===== src/rtl/dtc_pkg.sv =====
// dtc_walker shared types: node-word field layout, FSM states,
// and node_t packing helpers for the default table geometry.
package dtc_pkg;

  typedef enum logic [1:0] {
    IDLE,
    WALK,
    DONE
  } state_e;

  function automatic int cls_lsb();
    return 0;
  endfunction

  function automatic int pz_lsb(input int ow);
    return ow;
  endfunction

  function automatic int po_lsb(input int pw, input int ow);
    return ow + pw;
  endfunction

  function automatic int fidx_lsb(input int pw, input int ow);
    return ow + 2 * pw;
  endfunction

  function automatic int leaf_bit(
    input int fw,
    input int pw,
    input int ow
  );
    return ow + 2 * pw + fw;
  endfunction

  function automatic int node_w(
    input int fw,
    input int pw,
    input int ow
  );
    return leaf_bit(fw, pw, ow) + 1;
  endfunction

  localparam int DEF_FIDX_W = 4;
  localparam int DEF_PTR_W  = 6;
  localparam int DEF_OUT_W  = 3;

  typedef struct packed {
    logic                  is_leaf;
    logic [DEF_FIDX_W-1:0] feat_idx;
    logic [DEF_PTR_W-1:0]  ptr_one;
    logic [DEF_PTR_W-1:0]  ptr_zero;
    logic [DEF_OUT_W-1:0]  cls;
  } node_t;

  function automatic node_t leaf_node(
    input logic [DEF_OUT_W-1:0] c
  );
    node_t n;
    n = '0;
    n.is_leaf = 1'b1;
    n.cls = c;
    return n;
  endfunction

  function automatic node_t int_node(
    input logic [DEF_FIDX_W-1:0] f,
    input logic [DEF_PTR_W-1:0]  p1,
    input logic [DEF_PTR_W-1:0]  p0
  );
    node_t n;
    n = '0;
    n.feat_idx = f;
    n.ptr_one = p1;
    n.ptr_zero = p0;
    return n;
  endfunction

endpackage


===== src/rtl/dtc_walker_if.sv =====
// dtc_walker bus: config write port, feature input and
// class output handshakes.
interface dtc_walker_if
  import dtc_pkg::*;
#(
  parameter int N_FEAT = 12,
  parameter int OUT_W  = 3,
  parameter int DEPTH  = 64,
  parameter int FIDX_W = (N_FEAT > 1) ? $clog2(N_FEAT) : 1
);
  localparam int PTR_W  = (DEPTH > 1) ? $clog2(DEPTH) : 1;
  localparam int NODE_W = node_w(FIDX_W, PTR_W, OUT_W);

  logic              cfg_we;
  logic [PTR_W-1:0]  cfg_addr;
  logic [NODE_W-1:0] cfg_data;
  logic              cfg_busy;
  logic              in_valid;
  logic              in_ready;
  logic [N_FEAT-1:0] inp;
  logic              out_valid;
  logic              out_ready;
  logic [OUT_W-1:0]  outp;
  logic              out_err;

  modport master (
    output cfg_we, cfg_addr, cfg_data,
    output in_valid, inp, out_ready,
    input  cfg_busy, in_ready,
    input  out_valid, outp, out_err
  );

  modport slave (
    input  cfg_we, cfg_addr, cfg_data,
    input  in_valid, inp, out_ready,
    output cfg_busy, in_ready,
    output out_valid, outp, out_err
  );

endinterface


===== src/rtl/dtc_node_table.sv =====
// Node table: flop array, reset to leaf-0, one write port
// and one asynchronous read port.
module dtc_node_table #(
  parameter int DEPTH  = 64,
  parameter int PTR_W  = 6,
  parameter int NODE_W = 20
) (
  input  logic              clk,
  input  logic              rst,
  input  logic              we,
  input  logic [PTR_W-1:0]  waddr,
  input  logic [NODE_W-1:0] wdata,
  input  logic [PTR_W-1:0]  raddr,
  output logic [NODE_W-1:0] rdata
);
  localparam logic [NODE_W-1:0] RST_WORD =
    {1'b1, {(NODE_W-1){1'b0}}};

  logic [NODE_W-1:0] mem_q [DEPTH];
  logic [NODE_W-1:0] mem_d [DEPTH];
  logic              w_ok;

  assign w_ok =
    {1'b0, waddr} < (PTR_W+1)'(DEPTH);

  always_comb begin
    mem_d = mem_q;
    if (we && w_ok) begin
      mem_d[waddr] = wdata;
    end
  end

  always_ff @(posedge clk) begin
    if (rst) begin
      for (int i = 0; i < DEPTH; i++) begin
        mem_q[i] <= RST_WORD;
      end
    end else begin
      mem_q <= mem_d;
    end
  end

  assign rdata = mem_q[raddr];

endmodule


===== src/rtl/dtc_walker.sv =====
// Sequential decision-tree classifier: walks the node table
// one node per cycle from the root and returns the leaf class.
module dtc_walker
  import dtc_pkg::*;
#(
  parameter int N_FEAT     = 12,
  parameter int OUT_W      = 3,
  parameter int DEPTH      = 64,
  parameter int MAX_LEVELS = 8,
  parameter int FIDX_W     = (N_FEAT > 1) ? $clog2(N_FEAT) : 1
) (
  input logic         clk,
  input logic         rst,
  dtc_walker_if.slave bus
);
  localparam int PTR_W  = (DEPTH > 1) ? $clog2(DEPTH) : 1;
  localparam int NODE_W = node_w(FIDX_W, PTR_W, OUT_W);
  localparam int LVL_W  = $clog2(MAX_LEVELS + 1);
  localparam int FEXT   = 1 << FIDX_W;
  localparam int LEAF_B = leaf_bit(FIDX_W, PTR_W, OUT_W);
  localparam int FIDX_L = fidx_lsb(PTR_W, OUT_W);
  localparam int PO_L   = po_lsb(PTR_W, OUT_W);
  localparam int PZ_L   = pz_lsb(OUT_W);
  localparam int CLS_L  = cls_lsb();

  state_e            state_q, state_d;
  logic [N_FEAT-1:0] inp_q, inp_d;
  logic [PTR_W-1:0]  ptr_q, ptr_d;
  logic [LVL_W-1:0]  lvl_q, lvl_d;
  logic [OUT_W-1:0]  outp_q, outp_d;
  logic              err_q, err_d;
  logic              in_ready_q;
  logic              out_valid_q;
  logic              busy_q;

  logic [NODE_W-1:0] node;
  logic              is_leaf;
  logic [FIDX_W-1:0] fidx;
  logic [PTR_W-1:0]  p_one;
  logic [PTR_W-1:0]  p_zero;
  logic [OUT_W-1:0]  cls;
  logic [FEXT-1:0]   inp_ext;
  logic              fbit;
  logic [PTR_W-1:0]  nxt;
  logic              nxt_oob;
  logic              tbl_we;

  assign tbl_we = bus.cfg_we && (state_q == IDLE);

  dtc_node_table #(
    .DEPTH (DEPTH),
    .PTR_W (PTR_W),
    .NODE_W(NODE_W)
  ) u_table (
    .clk  (clk),
    .rst  (rst),
    .we   (tbl_we),
    .waddr(bus.cfg_addr),
    .wdata(bus.cfg_data),
    .raddr(ptr_q),
    .rdata(node)
  );

  assign is_leaf = node[LEAF_B];
  assign fidx    = node[FIDX_L +: FIDX_W];
  assign p_one   = node[PO_L +: PTR_W];
  assign p_zero  = node[PZ_L +: PTR_W];
  assign cls     = node[CLS_L +: OUT_W];

  // Indices past N_FEAT land in the zero-extension and read 0.
  assign inp_ext = FEXT'(inp_q);
  assign fbit    = inp_ext[fidx];
  assign nxt     = fbit ? p_one : p_zero;
  assign nxt_oob =
    {1'b0, nxt} >= (PTR_W+1)'(DEPTH);

  always_comb begin
    state_d = state_q;
    inp_d   = inp_q;
    ptr_d   = ptr_q;
    lvl_d   = lvl_q;
    outp_d  = outp_q;
    err_d   = err_q;
    unique case (state_q)
      IDLE: begin
        if (bus.in_valid) begin
          inp_d   = bus.inp;
          ptr_d   = '0;
          lvl_d   = '0;
          state_d = WALK;
        end
      end
      WALK: begin
        if (is_leaf) begin
          outp_d  = cls;
          err_d   = 1'b0;
          state_d = DONE;
        end else if (lvl_q == LVL_W'(MAX_LEVELS)
                     || nxt_oob) begin
          outp_d  = '0;
          err_d   = 1'b1;
          state_d = DONE;
        end else begin
          ptr_d = nxt;
          lvl_d = lvl_q + LVL_W'(1);
        end
      end
      DONE: begin
        if (bus.out_ready) begin
          state_d = IDLE;
        end
      end
      default: state_d = IDLE;
    endcase
  end

  always_ff @(posedge clk) begin
    if (rst) begin
      state_q     <= IDLE;
      inp_q       <= '0;
      ptr_q       <= '0;
      lvl_q       <= '0;
      outp_q      <= '0;
      err_q       <= 1'b0;
      in_ready_q  <= 1'b1;
      out_valid_q <= 1'b0;
      busy_q      <= 1'b0;
    end else begin
      state_q     <= state_d;
      inp_q       <= inp_d;
      ptr_q       <= ptr_d;
      lvl_q       <= lvl_d;
      outp_q      <= outp_d;
      err_q       <= err_d;
      in_ready_q  <= (state_d == IDLE);
      out_valid_q <= (state_d == DONE);
      busy_q      <= (state_d != IDLE);
    end
  end

  assign bus.in_ready  = in_ready_q;
  assign bus.out_valid = out_valid_q;
  assign bus.cfg_busy  = busy_q;
  assign bus.outp      = outp_q;
  assign bus.out_err   = err_q;

endmodule


===== src/flat_wrapper.sv =====
// flat-port wrapper written by rule: the top's interface ports become plain ports
module dtc_walker_flat import dtc_pkg::*;
#(
  parameter int N_FEAT     = 12,
  parameter int OUT_W      = 3,
  parameter int DEPTH      = 64,
  parameter int MAX_LEVELS = 8,
  parameter int FIDX_W     = (N_FEAT > 1) ? $clog2(N_FEAT) : 1
)
  (clk, rst, bus_cfg_we, bus_cfg_addr, bus_cfg_data, bus_in_valid, bus_inp, bus_out_ready, bus_cfg_busy, bus_in_ready, bus_out_valid, bus_outp, bus_out_err);
  dtc_walker_if #(.N_FEAT(N_FEAT), .OUT_W(OUT_W), .DEPTH(DEPTH), .FIDX_W(FIDX_W)) bus_i ();
  input logic clk;
  input logic rst;
  input wire logic [$bits(bus_i.cfg_we)-1:0] bus_cfg_we;
  input wire logic [$bits(bus_i.cfg_addr)-1:0] bus_cfg_addr;
  input wire logic [$bits(bus_i.cfg_data)-1:0] bus_cfg_data;
  input wire logic [$bits(bus_i.in_valid)-1:0] bus_in_valid;
  input wire logic [$bits(bus_i.inp)-1:0] bus_inp;
  input wire logic [$bits(bus_i.out_ready)-1:0] bus_out_ready;
  output wire logic [$bits(bus_i.cfg_busy)-1:0] bus_cfg_busy;
  output wire logic [$bits(bus_i.in_ready)-1:0] bus_in_ready;
  output wire logic [$bits(bus_i.out_valid)-1:0] bus_out_valid;
  output wire logic [$bits(bus_i.outp)-1:0] bus_outp;
  output wire logic [$bits(bus_i.out_err)-1:0] bus_out_err;
  assign bus_i.cfg_we = bus_cfg_we;
  assign bus_i.cfg_addr = bus_cfg_addr;
  assign bus_i.cfg_data = bus_cfg_data;
  assign bus_i.in_valid = bus_in_valid;
  assign bus_i.inp = bus_inp;
  assign bus_i.out_ready = bus_out_ready;
  assign bus_cfg_busy = bus_i.cfg_busy;
  assign bus_in_ready = bus_i.in_ready;
  assign bus_out_valid = bus_i.out_valid;
  assign bus_outp = bus_i.outp;
  assign bus_out_err = bus_i.out_err;
  dtc_walker #(.N_FEAT(N_FEAT), .OUT_W(OUT_W), .DEPTH(DEPTH), .MAX_LEVELS(MAX_LEVELS), .FIDX_W(FIDX_W)) u_core (.clk(clk), .rst(rst), .bus(bus_i));
endmodule

===== config.mk =====
export PLATFORM = sky130hd
export DESIGN_NAME = dtc_walker_flat
export DESIGN_NICKNAME = d
export VERILOG_FILES = /design/src/rtl/dtc_pkg.sv /design/src/rtl/dtc_walker_if.sv /design/src/rtl/dtc_node_table.sv /design/src/rtl/dtc_walker.sv /design/src/flat_wrapper.sv
export SDC_FILE = /design/constraint.sdc
export NUM_CORES = 2
export LEC_CHECK = 0
export CAP_MARGIN = 5
export CORE_MARGIN = 2
export CORE_UTILIZATION = 30
export CTS_CLUSTER_SIZE = 30
export DETAILED_ROUTE_END_ITERATION = 8
export GPL_ROUTABILITY_DRIVEN = 0
export PLACE_DENSITY = 0.55
export SLEW_MARGIN = 20
export SYNTH_ARGS = -nofsm -noshare
export SYNTH_HDL_FRONTEND = slang
export SYNTH_SLANG_ARGS = --single-unit
export TNS_END_PERCENT = 5

===== constraint.sdc =====
create_clock -name clk -period 3.2 [get_ports clk]
set_clock_uncertainty 0.15 [all_clocks]
set_input_delay 0.64 -clock clk [delete_from_list [all_inputs] [get_ports clk]]
set_output_delay 0.64 -clock clk [all_outputs]
set_load 0.02 [all_outputs]

==> summary.txt <==
Outcome
  – Status: finished, violations left
  – Failing checks: setup timing

Clock network
  – Worst-Skew Late Latency: 800 ps
  – # hold bufs at CTS: 0
  – Root Buffer: clkbuf_16
  – Clock Pin Slew Worst Setup and Hold Paths: 60 ps
  – Max Root-Sink Buffers: 3
  – TritonCTS clock tree: built
  – H-tree levels: 4
  – TritonCTS buffer count: 142
  – Num Clock Sinks: 1311

Floorplanning
  – Die Area: 0.192 mm^2
  – Initial core utilization: 30.2%
  – FP Rows: 159
  – Die height: 439 um
  – Core ar.: 0.188 mm^2
  – IO Pins: 50
  – Die Wd: 439 um

Place
  – Area after DPL: 0.0621 mm^2
  – HPWL after detailed placement: 130000 um
  – Cell count after placement: 8960
  – I/O Buffers: 49

Detailed routing
  – Post-Route WL: 211000 um
  – DR vias/cell: 5.28
  – Router iterations before antenna repair: 8
  – DRC Markers: 0
  – Antenna viol nets, final: 0
  – WL per Instance: 22.8 um
  – Iteration-0 DRC Markers: 5254
  – Via count: 48900

Synth
  – Most frequent cells after synthesis: nand2_1, dfxtp_1, a21oi_1
  – Mapped Nets: 6744
  – Post-synth EDFFs: 0
  – Top cells by area, synth: dfxtp_1, nand2_1, mux4_2, a21oi_1, clkbuf_1
  – Yosys top cell area share: 46.3%
  – Most frequent cell after synthesis: nand2_1
  – Ys flop type: dfxtp_1
  – Post-Syn Area per Cell: 8.46 um^2
  – Yosys warns: 0
  – FFs w/ async S/R, synth: 0%
  – Post-synthesis register bit count: 1311
  – Cell count after synthesis: 6699
  – Area leader, netlist: dfxtp_1
  – Yosys cell types: 64
  – Seq/Total Area, Yosys: 46.3%
  – Synthesized cell area: 0.0567 mm^2

Timing
  – Post-route setup slack: -138 ps
  – RSZ-0062 raised after global routing: true
  – Final hold vios: 0
  – Slew @ Worst Pin: 1110 ps
  – Setup_tns: -840 ps
  – Tcrit/Tclk final: 104%
  – FMAX: 0.300 GHz
  – Setup violations, final: 8
  – Pins over their slew limit: 0
  – Minimum clock period: 3340 ps
  – Rel. slew slack: 25.9%

Critical path
  – Crit-path cells: buf_12, buf_12, buf_12, buf_16, buf_8, mux4_2, mux2i_1, mux4_2, a21oi_4, a31oi_4, o211ai_4, buf_12, mux2_1, nand4_1
  – Crit path DAT: 3900 ps
  – CP peak stage delay: 490 ps
  – Crit path top cell by count: buf_12
  – Critical Path RT: 3760 ps
  – Critical Path Start Type: flip-flop
  – Worst Path Max Fanout: 12
  – Slowest cell on crit path: mux4_2
  – Worst setup path category: flip-flop to flip-flop
  – Setup crit end kind: flip-flop

Pwr
  – Pleak: 21.6 nW
  – VDD IR max: 0.466 mV
  – Final Power: 35.0 mW
  – PD cells: 516 mW/mm^2

Layout
  – # fillers: 18900
  – Fin nets: 6692
  – Non-Filler Instances: 9258
  – FF+latch area: 0.0263 mm^2
  – Share of post-route cells with drive strength above 1: 16.6%
  – End-of-flow core utilization: 36.0%
  – Area of the multi-input gates: 0.0278 mm^2
  – Layout area overhead: 19.5%
  – Final Instance Area: 0.0677 mm^2

Global routing
  – Number of global-route vias before repair: 46600
  – Largest net degree at the start of global routing: 204
  – Gr ovfl total: 0
  – GRT Overall Usage: 21.3%
  – Initial antenna violation count: 9
  – First-pass GRT wire length: 311000 um

Run
  – Max Cap Viol: 0

Min path
  – Hold WC Path Type: input port to flip-flop
cell type report:
| cell class | count | area share [%] |
|---|---|---|
| antenna | 1 | 0.00370 |
| clock buffer | 202 | 6.09 |
| clock inverter | 57 | 1.08 |
| inverter | 11 | 0.0610 |
| multi-input combinational | 4713 | 41.1 |
| sequential | 1311 | 38.8 |
| tap | 2495 | 4.61 |
| timing repair buffer | 468 | 8.30 |
worst max-delay path: cells and delay by family (launching register included):
| kind | cells | cell delay [ps] |
|---|---|---|
| AO/OA/AOI/OAI | 3 | 410 |
| buffers and inverters | 6 | 880 |
| flip-flops | 1 | 360 |
| multiplexers | 4 | 1340 |
| AND/OR/NAND/NOR | 1 | 80 |
through the flow:
step | hold WS, ps | worst slack, ps
after CTS | 1.91 | -101
after global routing | 38.1 | -195
after detailed placement | 294 | -232
final | 44.3 | -138
after global placement | 288 | -209
after floorplan | 282 | 112
where the power goes:
group / total [mW] / leakage, nW / internal, mW / switching, mW
Combinational: 1.32 / 8.66 / 0.324 / 0.996
Clock: 17.2 / 2.39 / 10.1 / 7.10
Sequential: 16.5 / 10.6 / 16.4 / 0.0614
Total: 35.0 / 21.6 / 26.8 / 8.16
path summary, 6_finish.rpt:
path	from	endpoint	slack (ps)	cells past startpoint
max	u_core.ptr_q[0]	u_core.ptr_q[4]	-140	14
min reg2reg	u_core.u_table.mem_q[83]	u_core.u_table.mem_q[83]	300	2
max reg2reg	u_core.ptr_q[0]	u_core.ptr_q[4]	-140	14
min	rst	u_core.u_table.mem_q[842]	40	2
sequential cells by signal (all words and copies together) (netlist names):
register and cells:
u_core.state_q 2, u_core.bus.in_ready 1, u_core.u_table.mem_q 1280, u_core.ptr_q 6, u_core.lvl_q 4, u_core.inp_q 12, u_core.bus.out_err 1, u_core.bus.outp 3
u_core.bus.cfg_busy 1, u_core.bus.out_valid 1
placed cells by master (no fill, tap or decap), types with 28 or more instances in the layout:
master,n
buf_12,144
clkbuf_1,28
clkbuf_16,146
nand2_1,2688
clkdlybuf4s50_1,28
mux4_2,378
nor2_1,90
a21oi_1,1241
buf_4,267
clkbuf_8,30
dfxtp_1,1306
nand3b_1,72
mux2i_1,48
kinds of logic (layout without fill, tap and decap cells):
group | Yosys count | after routing | share of synthesized area (%)
and+or+nand+nor | 2955 | 2955 | 20.5
DFF | 1311 | 1311 | 46.3
AOI/OAI and AO/OA | 1309 | 1309 | 11.8
buffers and inverters | 675 | 738 | 4.90
muxes | 445 | 445 | 16.4
adders and majority gates | 2 | 2 | 0.0442
xor gates and xnor gates | 2 | 2 | 0.0309
other | 0 | 1 | 0
what timing repair did:
action                                  CTS  global route
endpoints found under the hold margin     0             0
pin swaps                                 2             7
setup buffers                            13            21
endpoints found under the setup margin   14            13
resized for setup                        38            29
cloned                                    4             2
metal layers:
metal / up-vias / wire length (um) / global-route usage [%]
li1: 22300 / - / -
met1: 24000 / 85500 / 27.6
met2: 2113 / 99600 / 35.1
met3: 475 / 15000 / 2.64
met4: 0 / 10800 / 10.7
met5: - / 0 / 0
Power figures use the tool's default switching activity.
